--- config.mk ---
export PLATFORM = sky130hd
export DESIGN_NAME = prog_loader
export DESIGN_NICKNAME = d
export VERILOG_FILES = /design/src/rtl/prog_loader_pkg.sv /design/src/rtl/word_assembler.sv /design/src/rtl/prog_loader.sv
export SDC_FILE = /design/constraint.sdc
export NUM_CORES = 1
export LEC_CHECK = 0
export ABC_AREA = 1
export ABC_CLOCK_PERIOD_IN_PS = 6150
export CAP_MARGIN = 20
export CORE_MARGIN = 3
export CORE_UTILIZATION = 35
export DETAILED_ROUTE_END_ITERATION = 12
export SETUP_SLACK_MARGIN = 0.3
export SLEW_MARGIN = 20
export SYNTH_ARGS = -nofsm -noshare
export SYNTH_HDL_FRONTEND = slang
export SYNTH_SLANG_ARGS = --single-unit
--- constraint.sdc ---
create_clock -name clk_i -period 6.15 [get_ports clk_i]
set_input_delay 1.5375 -clock clk_i [delete_from_list [all_inputs] [get_ports clk_i]]
set_output_delay 1.5375 -clock clk_i [all_outputs]
set_load 0.05 [all_outputs]
--- src/rtl/prog_loader_pkg.sv ---
// prog_loader_pkg: command codes, FSM encoding and widths
// shared by the program loader and its word assembler.
package prog_loader_pkg;

  localparam logic [7:0] CMD_LOAD_IM = 8'h01;
  localparam logic [7:0] CMD_LOAD_DM = 8'h02;
  localparam logic [7:0] CMD_RUN     = 8'h03;

  localparam int IDX_W = 2;

  typedef enum logic [2:0] {
    ST_CMD   = 3'd0,
    ST_ADDR  = 3'd1,
    ST_COUNT = 3'd2,
    ST_DATA  = 3'd3,
    ST_WRITE = 3'd4,
    ST_DONE  = 3'd5,
    ST_ERR   = 3'd6
  } state_t;

endpackage

--- src/rtl/word_assembler.sv ---
// word_assembler: shifts stream bytes big-endian into a
// 32-bit word; full_o flags that the next byte completes it.
module word_assembler
  import prog_loader_pkg::*;
(
  input  logic        clk_i,
  input  logic        rst_i,
  input  logic        clr_i,
  input  logic        shift_i,
  input  logic [7:0]  byte_i,
  output logic [31:0] word_o,
  output logic        full_o
);

  logic [IDX_W-1:0] idx_q;

  always_ff @(posedge clk_i) begin
    if (rst_i || clr_i) begin
      word_o <= '0;
      idx_q  <= '0;
    end else if (shift_i) begin
      word_o <= {word_o[23:0], byte_i};
      idx_q  <= idx_q + IDX_W'(1);
    end
  end

  assign full_o = &idx_q;

endmodule

--- src/rtl/prog_loader.sv ---
// prog_loader: byte-stream frame parser that writes CPU
// instruction/data memories, then releases the CPU on RUN.
module prog_loader
  import prog_loader_pkg::*;
#(
  parameter int IM_DEPTH = 256,
  parameter int DM_DEPTH = 32
) (
  input  logic        clk_i,
  input  logic        rst_i,
  input  logic [7:0]  in_data_i,
  input  logic        in_valid_i,
  output logic        in_ready_o,
  output logic        im_we_o,
  output logic [7:0]  im_addr_o,
  output logic        dm_we_o,
  output logic [4:0]  dm_addr_o,
  output logic [31:0] wr_data_o,
  output logic        cpu_start_o,
  output logic        err_o
);

  localparam logic [8:0] IM_LIM = 9'(IM_DEPTH);
  localparam logic [8:0] DM_LIM = 9'(DM_DEPTH);

  state_t      state_q;
  state_t      state_d;
  logic        tgt_dm_q;
  logic [7:0]  addr_q;
  logic [7:0]  cnt_q;
  logic [7:0]  im_addr_q;
  logic [4:0]  dm_addr_q;
  logic        acc;
  logic        full;
  logic        clr;
  logic        shift;
  logic [8:0]  end_addr;
  logic [8:0]  lim;
  logic [31:0] word;

  assign acc      = in_valid_i && in_ready_o;
  assign shift    = acc && (state_q == ST_DATA);
  assign end_addr = {1'b0, addr_q} + {1'b0, in_data_i};
  assign lim      = tgt_dm_q ? DM_LIM : IM_LIM;
  assign clr      = (state_q == ST_COUNT) &&
                    (state_d == ST_DATA);

  word_assembler u_asm (
    .clk_i   (clk_i),
    .rst_i   (rst_i),
    .clr_i   (clr),
    .shift_i (shift),
    .byte_i  (in_data_i),
    .word_o  (word),
    .full_o  (full)
  );

  always_ff @(posedge clk_i) begin
    if (rst_i) state_q <= ST_CMD;
    else       state_q <= state_d;
  end

  always_comb begin
    state_d = state_q;
    unique case (state_q)
      ST_CMD: begin
        if (acc) begin
          unique case (1'b1)
            (in_data_i == CMD_LOAD_IM),
            (in_data_i == CMD_LOAD_DM): state_d = ST_ADDR;
            (in_data_i == CMD_RUN):     state_d = ST_DONE;
            default:                    state_d = ST_ERR;
          endcase
        end
      end
      ST_ADDR: if (acc) state_d = ST_COUNT;
      ST_COUNT: begin
        if (acc) begin
          if (in_data_i == 8'd0 || end_addr > lim)
            state_d = ST_ERR;
          else
            state_d = ST_DATA;
        end
      end
      ST_DATA: if (acc && full) state_d = ST_WRITE;
      ST_WRITE: begin
        if (cnt_q == 8'd1) state_d = ST_CMD;
        else               state_d = ST_DATA;
      end
      default: state_d = state_q;
    endcase
  end

  // Address outputs latch only for the target memory.
  always_ff @(posedge clk_i) begin
    if (rst_i) begin
      tgt_dm_q  <= 1'b0;
      addr_q    <= '0;
      cnt_q     <= '0;
      im_addr_q <= '0;
      dm_addr_q <= '0;
    end else begin
      if (acc && state_q == ST_CMD)
        tgt_dm_q <= (in_data_i == CMD_LOAD_DM);
      if (acc && state_q == ST_ADDR)
        addr_q <= in_data_i;
      if (acc && state_q == ST_COUNT)
        cnt_q <= in_data_i;
      if (shift && full) begin
        if (tgt_dm_q) dm_addr_q <= addr_q[4:0];
        else          im_addr_q <= addr_q;
      end
      if (state_q == ST_WRITE) begin
        addr_q <= addr_q + 8'd1;
        cnt_q  <= cnt_q - 8'd1;
      end
    end
  end

  always_comb begin
    in_ready_o  = 1'b0;
    im_we_o     = 1'b0;
    dm_we_o     = 1'b0;
    cpu_start_o = 1'b0;
    err_o       = 1'b0;
    unique case (state_q)
      ST_CMD, ST_ADDR, ST_COUNT, ST_DATA:
        in_ready_o = !rst_i;
      ST_WRITE: begin
        im_we_o = !rst_i && !tgt_dm_q;
        dm_we_o = !rst_i && tgt_dm_q;
      end
      ST_DONE: cpu_start_o = 1'b1;
      ST_ERR:  err_o       = 1'b1;
      default: ;
    endcase
  end

  assign im_addr_o = im_addr_q;
  assign dm_addr_o = dm_addr_q;
  assign wr_data_o = word;

endmodule

==> out/results.ini, run 1 <==
[run_status]
status=completed

[flow_run]
maxCapViolations=0

[global_route]
grt.overflow.total=0
grtUsageTotal_pct=15.9
grt_pass1_wl_mm=14.5
grt_antenna_before_repair=0
grt_pass1_vias=3010
grt_max_degree=40

[hold_path]
min_path_cells=2
hp-class=reg2reg

[layout]
final_util_pct=46.2
design_area_um2=4370
drive_above_1_share_pct=8.73
fill_cells=957
fin_nets=571
instances_no_fill=679
area_growth_pct=25.8
num_antenna_cells=0

[yosys]
async_flop_share_pct=0
netlist_top_cells_area=dfxtp_1 39%, nand2_1 10%, nor2_1 8.2%
yosysWarningCount=0
yosysMostFrequentCell=nand2_1
ys_ff_latch=67
yosys.area.top_type=dfxtp_1
synth_cell_type_count=34
netlist_area_um2=3470
synth-edff-count=0
syn_area_per_cell_um2=7.16
synthTopCellsByCount=96 x nand2_1, 76 x nor2_1, 67 x dfxtp_1
netlist.area_leader.share_pct=38.6
syn-num-nets=511
ys.flop_type=dfxtp_1
yosysSeqAreaShare_pct=38.6
syn_inst=485

[placed_design]
dp.cells=663
dpl_cell_area_um2=4160
dp_slack_ns=1.27
gp_congestion=0.843
dpl.hpwl_mm=6.35
portBuffers=60

[timing]
setup_viol=0
period_minus_slack_ns=4.88
fin_crit_sh_pct=79.4
setup_slack_ns=1.27
fin_setup_tns_ns=0
fmax_mhz=205
hold_viol=0
slew_violations=0
worstMarginPinSlew_ns=0.563
worst_clock_skew_ns=0.00811
rsz0062_at_grt=no
slew_headroom_pct=62.4

[floorplanning]
initial_core_util_pct=36.7
die_x_um=106
ioPinCount=61
die_y_um=106
die-area_um2=11200
core-area_um2=9460
rows=35

[setup_path]
path_depth=6
cp_max_fo=13
crit_top_cell=clkdlybuf4s50_1
worst_ep_arrival_time_ns=3.35
critPathKind=in2out
critPathRequiredTime_ns=4.61
end_kind=output port
cp_num_buf_inv=4
reg2reg_depth=18
slowest_delay_ns=0.82
crit_path_start_kind=input pin
worstPathCellList=clkdlybuf4s50_1, buf_4, inv_1, nand2_1, nor2_1, clkdlybuf4s50_1
critPathTopFamily=buffers and inverters
cp_slowest_cell=clkdlybuf4s50_1

[clock_network]
cts_sinks=67
cts_tree=done
cts_buffer_depth=2
cts_root_buf=clkbuf_8
postCtsHoldBufs=0
postCtsResizedCells=0
clk_pin_slew_worst_paths_ns=0.07
cts_htree_levels=3
cts_setup_buffers=0
cts_buffers=9
insertion_delay_ns=0.34

[pwr]
peakVddDrop_mv=0.107
leakagePower_nw=1.78
p_per_area_nw_per_um2=263

[drt]
totalWireLength_mm=8.63
dr.max_layer_used=met4
drcViolationCount=0
routed_via_density=4.70
drt_iter0_markers=172
ant_nets=0
vias=3192
wl_per_cell_um=12.7
drt-met1-wl_mm=4.15
met2_length_mm=4.05
dr.pass1.iters=4
wl_met3_um=321

## worst paths after layout
kind / startpoint / to / slack, ns
worst max-delay path: rst_i / im_we_o / 1.27
worst min-delay path: cnt_q[1] / cnt_q[1] / 0.50
worst max register to register: addr_q[0] / u_asm.word_o[0] / 3.04
worst min register to register: cnt_q[1] / cnt_q[1] / 0.50
## report_power, final
group          leakage [nW]  internal (mW)  switching (mW)
registers             0.541          0.461          0.0280
logic                  1.14         0.0988           0.186
clock network        0.0957          0.200           0.175
## cell usage in the layout (no fill, tap or decap), types with 14 or more instances in the layout
cell	n
nand2_1	96
nor2_1	76
dfxtp_1	67
clkdlybuf4s50_1	60
inv_1	56
o21ai_0	48
a21oi_1	19
nand3_1	17
nor2_2	15
ha_1	14
## cells by family (layout without fill, tap and decap cells)
kind of cell	count (synthesis)	count (layout)	synth area share (%)
fa+ha+maj	15	15	5.62
buf+inv	73	138	9.08
xor+xnor	7	7	1.77
mux	11	11	3.17
flops	67	67	38.6
compound gates	83	83	12.6
simple gates	229	229	29.1
## tightest hold or removal path: cells and delay by family, from the launching register on
family           cells  cell delay (ns)
flip-flops           1             0.33
AND/OR/NAND/NOR      1             0.07
AO/OA/AOI/OAI        1             0.06
## area by class of cell
cell class | count | area [um^2] | area share [%]
Multi-Input combinational cell | 345 | 1820 | 41.6
Sequential cell | 67 | 1340 | 30.7
Timing Repair Buffer | 63 | 623 | 14.3
Inverter | 59 | 221 | 5.07
Tap cell | 129 | 161 | 3.70
Clock buffer | 11 | 141 | 3.24
Clock inverter | 5 | 62.6 | 1.43
## stage by stage
step | hold WS (ns) | total power [mW]
after floorplan | 0.458 | 0.713
after global placement | 0.484 | 0.776
after detailed placement | 0.488 | 0.780
after CTS | 0.502 | 1.16
after global routing | 0.526 | 1.22
final | 0.504 | 1.15
## registers in the layout (all words and copies together) (netlist names)
register / count
im_addr_o: 8
cnt_q: 8
state_q: 3
tgt_dm_q: 1
dm_addr_o: 5
u_asm.word_o: 32
u_asm.idx_q: 2
addr_q: 8
## layer usage
layer / up-vias / global-route usage, %
li1: 1669 / -
met1: 1466 / 21.5
met4: 0 / 5.00
met3: 9 / 2.76
met5: - / 0
met2: 48 / 25.9
(Power assumes the default switching activity.)
==> run 2, diff against run 1 <==
- ABC_CLOCK_PERIOD_IN_PS: 6150 -> 4450
- clock period: 6.15 -> 4.45 ns (I/O delays scaled with it)
==> run 2 against run 1 <==
  * Worst setup slack got worse by 0.60 ns
  * Power is 41% higher
  * Sequential power rose by 38%
  * Final cell count grew 0.29%
  * Largest power group unchanged
==> out/results.ini, run 2 (synthesis results as in run 1) <==
[run_status]
status=completed

[clock_network]
cts_root_buf=clkbuf_8
postCtsHoldBufs=0  ; unchanged
cts_htree_levels=3  ; unchanged
cts_buffer_depth=2  ; unchanged
clk_pin_slew_worst_paths_ns=0.08  ; about the same
cts_buffers=9  ; unchanged
insertion_delay_ns=0.34  ; about the same
cts_sinks=67  ; unchanged
cts_tree=done

[setup_path]
worst_ep_arrival_time_ns=4.02  ; +0.67 ns
critPathTopFamily=simple AND/OR/NAND/NOR gates
end_kind=flip-flop
crit_path_start_kind=input pin
cp_max_fo=34  ; +21
critPathRequiredTime_ns=4.68  ; +0.07 ns
critPathKind=in2reg
cp_slowest_cell=clkdlybuf4s50_1
slowest_delay_ns=0.44  ; -0.38 ns
worstPathCellList=clkdlybuf4s50_1, ha_1, fa_1, nand3_1, nand3_1, a21oi_1, o21bai_1, ha_1, nand2_1, inv_1, nand2_1, nor2_1, nand3_1, o21ai_0, nand2_1, nand2_2, nand3_2, nand2_8, nor2_1
cp_num_buf_inv=2  ; -2

[drt]
drt_iter0_markers=205  ; +19%
dr.pass1.iters=4  ; unchanged
drcViolationCount=0  ; unchanged
totalWireLength_mm=9.03  ; +4.7%
vias=3221  ; +0.91%
ant_nets=0  ; unchanged
wl_per_cell_um=13.3  ; +4.4%
routed_via_density=4.73  ; +0.61%

[hold_path]
hp-class=reg2reg

[global_route]
grt_pass1_wl_mm=15.1  ; +3.7%
grt_pass1_vias=3120  ; +3.7%
grt_max_degree=39  ; -2.5%
grt.overflow.total=0  ; unchanged
grtUsageTotal_pct=16.5  ; +0.60 points
grt_antenna_before_repair=0  ; unchanged

[timing]
fmax_mhz=264
slew_headroom_pct=64.4  ; +1.9 points
setup_viol=0  ; unchanged
setup_slack_ns=0.663  ; -0.603 ns
rsz0062_at_grt=no
worst_clock_skew_ns=0.0113  ; +0.00322 ns
hold_viol=0  ; unchanged
timing.hold.ws_ns=0.496  ; -0.00801 ns
fin_setup_tns_ns=0  ; unchanged
worstMarginPinSlew_ns=0.528  ; -0.0349 ns
slew_violations=0  ; unchanged
fin_crit_sh_pct=85.1
period_minus_slack_ns=3.79

[pwr]
switching_share_pct=34.1  ; +0.23 points
p_per_area_nw_per_um2=367  ; +40%
p_comb_share_pct=24.9  ; about the same
power.switching_mw=0.553  ; +42%
finalPower_mw=1.62  ; +41%
clock_power_share_pct=33.3  ; +0.6 points
internal_power_mw=1.07  ; +41%
leakagePower_nw=1.80  ; +1.3%
sequentialPowerShare_pct=41.7  ; -0.9 points
peakVddDrop_mv=0.144  ; +35%

[floorplanning]
rows=35  ; unchanged
ioPinCount=61  ; unchanged
die-area_um2=11200  ; unchanged
die_x_um=106  ; unchanged
initial_core_util_pct=36.7  ; unchanged
core-area_um2=9460  ; unchanged
die_y_um=106  ; unchanged

[placed_design]
dpl.hpwl_mm=6.56  ; +3.3%
gp_congestion=0.906  ; +7.4%
portBuffers=60  ; unchanged
dp_slack_ns=0.191  ; -1.08 ns
dp.cells=665  ; +0.30%
dpl_cell_area_um2=4200  ; +0.84%

[layout]
final_cell_mix=96 x nand2_1, 76 x nor2_1, 67 x dfxtp_1
layout_commonest_cell=nand2_1
fin_nets=573  ; +0.35%
top_register=u_asm.word_o
largest_reg_flops=32  ; unchanged
fill_cells=990  ; +3.4%
num_antenna_cells=0  ; unchanged
final_util_pct=46.7  ; +0.56 points
drive_above_1_share_pct=9.60  ; +0.87 points
area_growth_pct=27.3
instances_no_fill=681  ; +0.29%
design_area_um2=4420  ; +1.2%

[flow_run]
maxCapViolations=0  ; unchanged

[run 2: cell types whose count changed in the layout (fill, tap and decap cells not counted), sizes merged]
cell           delta
clkdlybuf4s50     -2
clkinv            -1
buf               +4
clkinvlp          +1
[run 2: worst paths after layout]
path | startpoint | to | slack (ns) | depth (start not counted)
worst min register to register | cnt_q[1] | cnt_q[1] | 0.50 | 2
worst max-delay path | in_data_i[0] | u_asm.word_o[8] | 0.66 | 19
worst max register to register | addr_q[0] | u_asm.word_o[8] | 1.46 | 18
worst min-delay path | cnt_q[1] | cnt_q[1] | 0.50 | 2
[run 2: cell type report]
cell class | count | area (um^2) | share of cell area (%)
Inverter | 59 | 221 | 5.01
Sequential cell | 67 | 1340 | 30.4
Clock buffer | 11 | 151 | 3.43
Multi-Input combinational cell | 345 | 1820 | 41.3
Clock inverter | 5 | 61.3 | 1.39
Timing Repair Buffer | 65 | 658 | 14.9
Tap cell | 129 | 161 | 3.65
[run 2: timing repair]
| item | CTS | global route |
|---|---|---|
| hold endpoints to repair | 0 | 0 |
| setup endpoints to repair | 0 | 34 |
| buffers inserted | 0 | 0 |
| resized for setup | 0 | 1 |
[run 2: power groups by stage]
stage	clock (mW)	sequential, mW	combinational (mW)
after global placement	0	0.689	0.393
final	0.541	0.677	0.404
after floorplan	0	0.696	0.289
after global routing	0.579	0.682	0.455
after CTS	0.558	0.677	0.399
after detailed placement	0	0.689	0.397
[run 2: metal layers]
| layer | track usage, % | vias to the layer above | wire length, um | part of all wire (%) |
|---|---|---|---|---|
| met4 | 4.26 | 0 | 76 | 0.84 |
| met1 | 22.7 | 1473 | 4450 | 49 |
| met5 | 0 | - | 0 | 0 |
| met2 | 26.5 | 60 | 4180 | 46 |
| li1 | - | 1682 | - | - |
| met3 | 3.31 | 6 | 328 | 3.6 |
[run 2: worst reg2reg max path, stage by stage (launching register included)]
cell and delay [ns]:
dfxtp_1 0.41, ha_1 0.26, fa_1 0.43, nand3_1 0.13, nand3_1 0.09, a21oi_1 0.14, o21bai_1 0.07, ha_1 0.29
nand2_1 0.05, inv_1 0.05, nand2_1 0.04, nor2_1 0.09, nand3_1 0.08, o21ai_0 0.16, nand2_1 0.09, nand2_2 0.07
nand3_2 0.12, nand2_8 0.25, nor2_1 0.08
==> run 3, diff against run 2 <==
- ABC_CLOCK_PERIOD_IN_PS: 4450 -> default
- TNS_END_PERCENT: default -> 20
==> results of run 3 <==
Same layout as run 2: the final DEF is identical, and so are final timing and power.
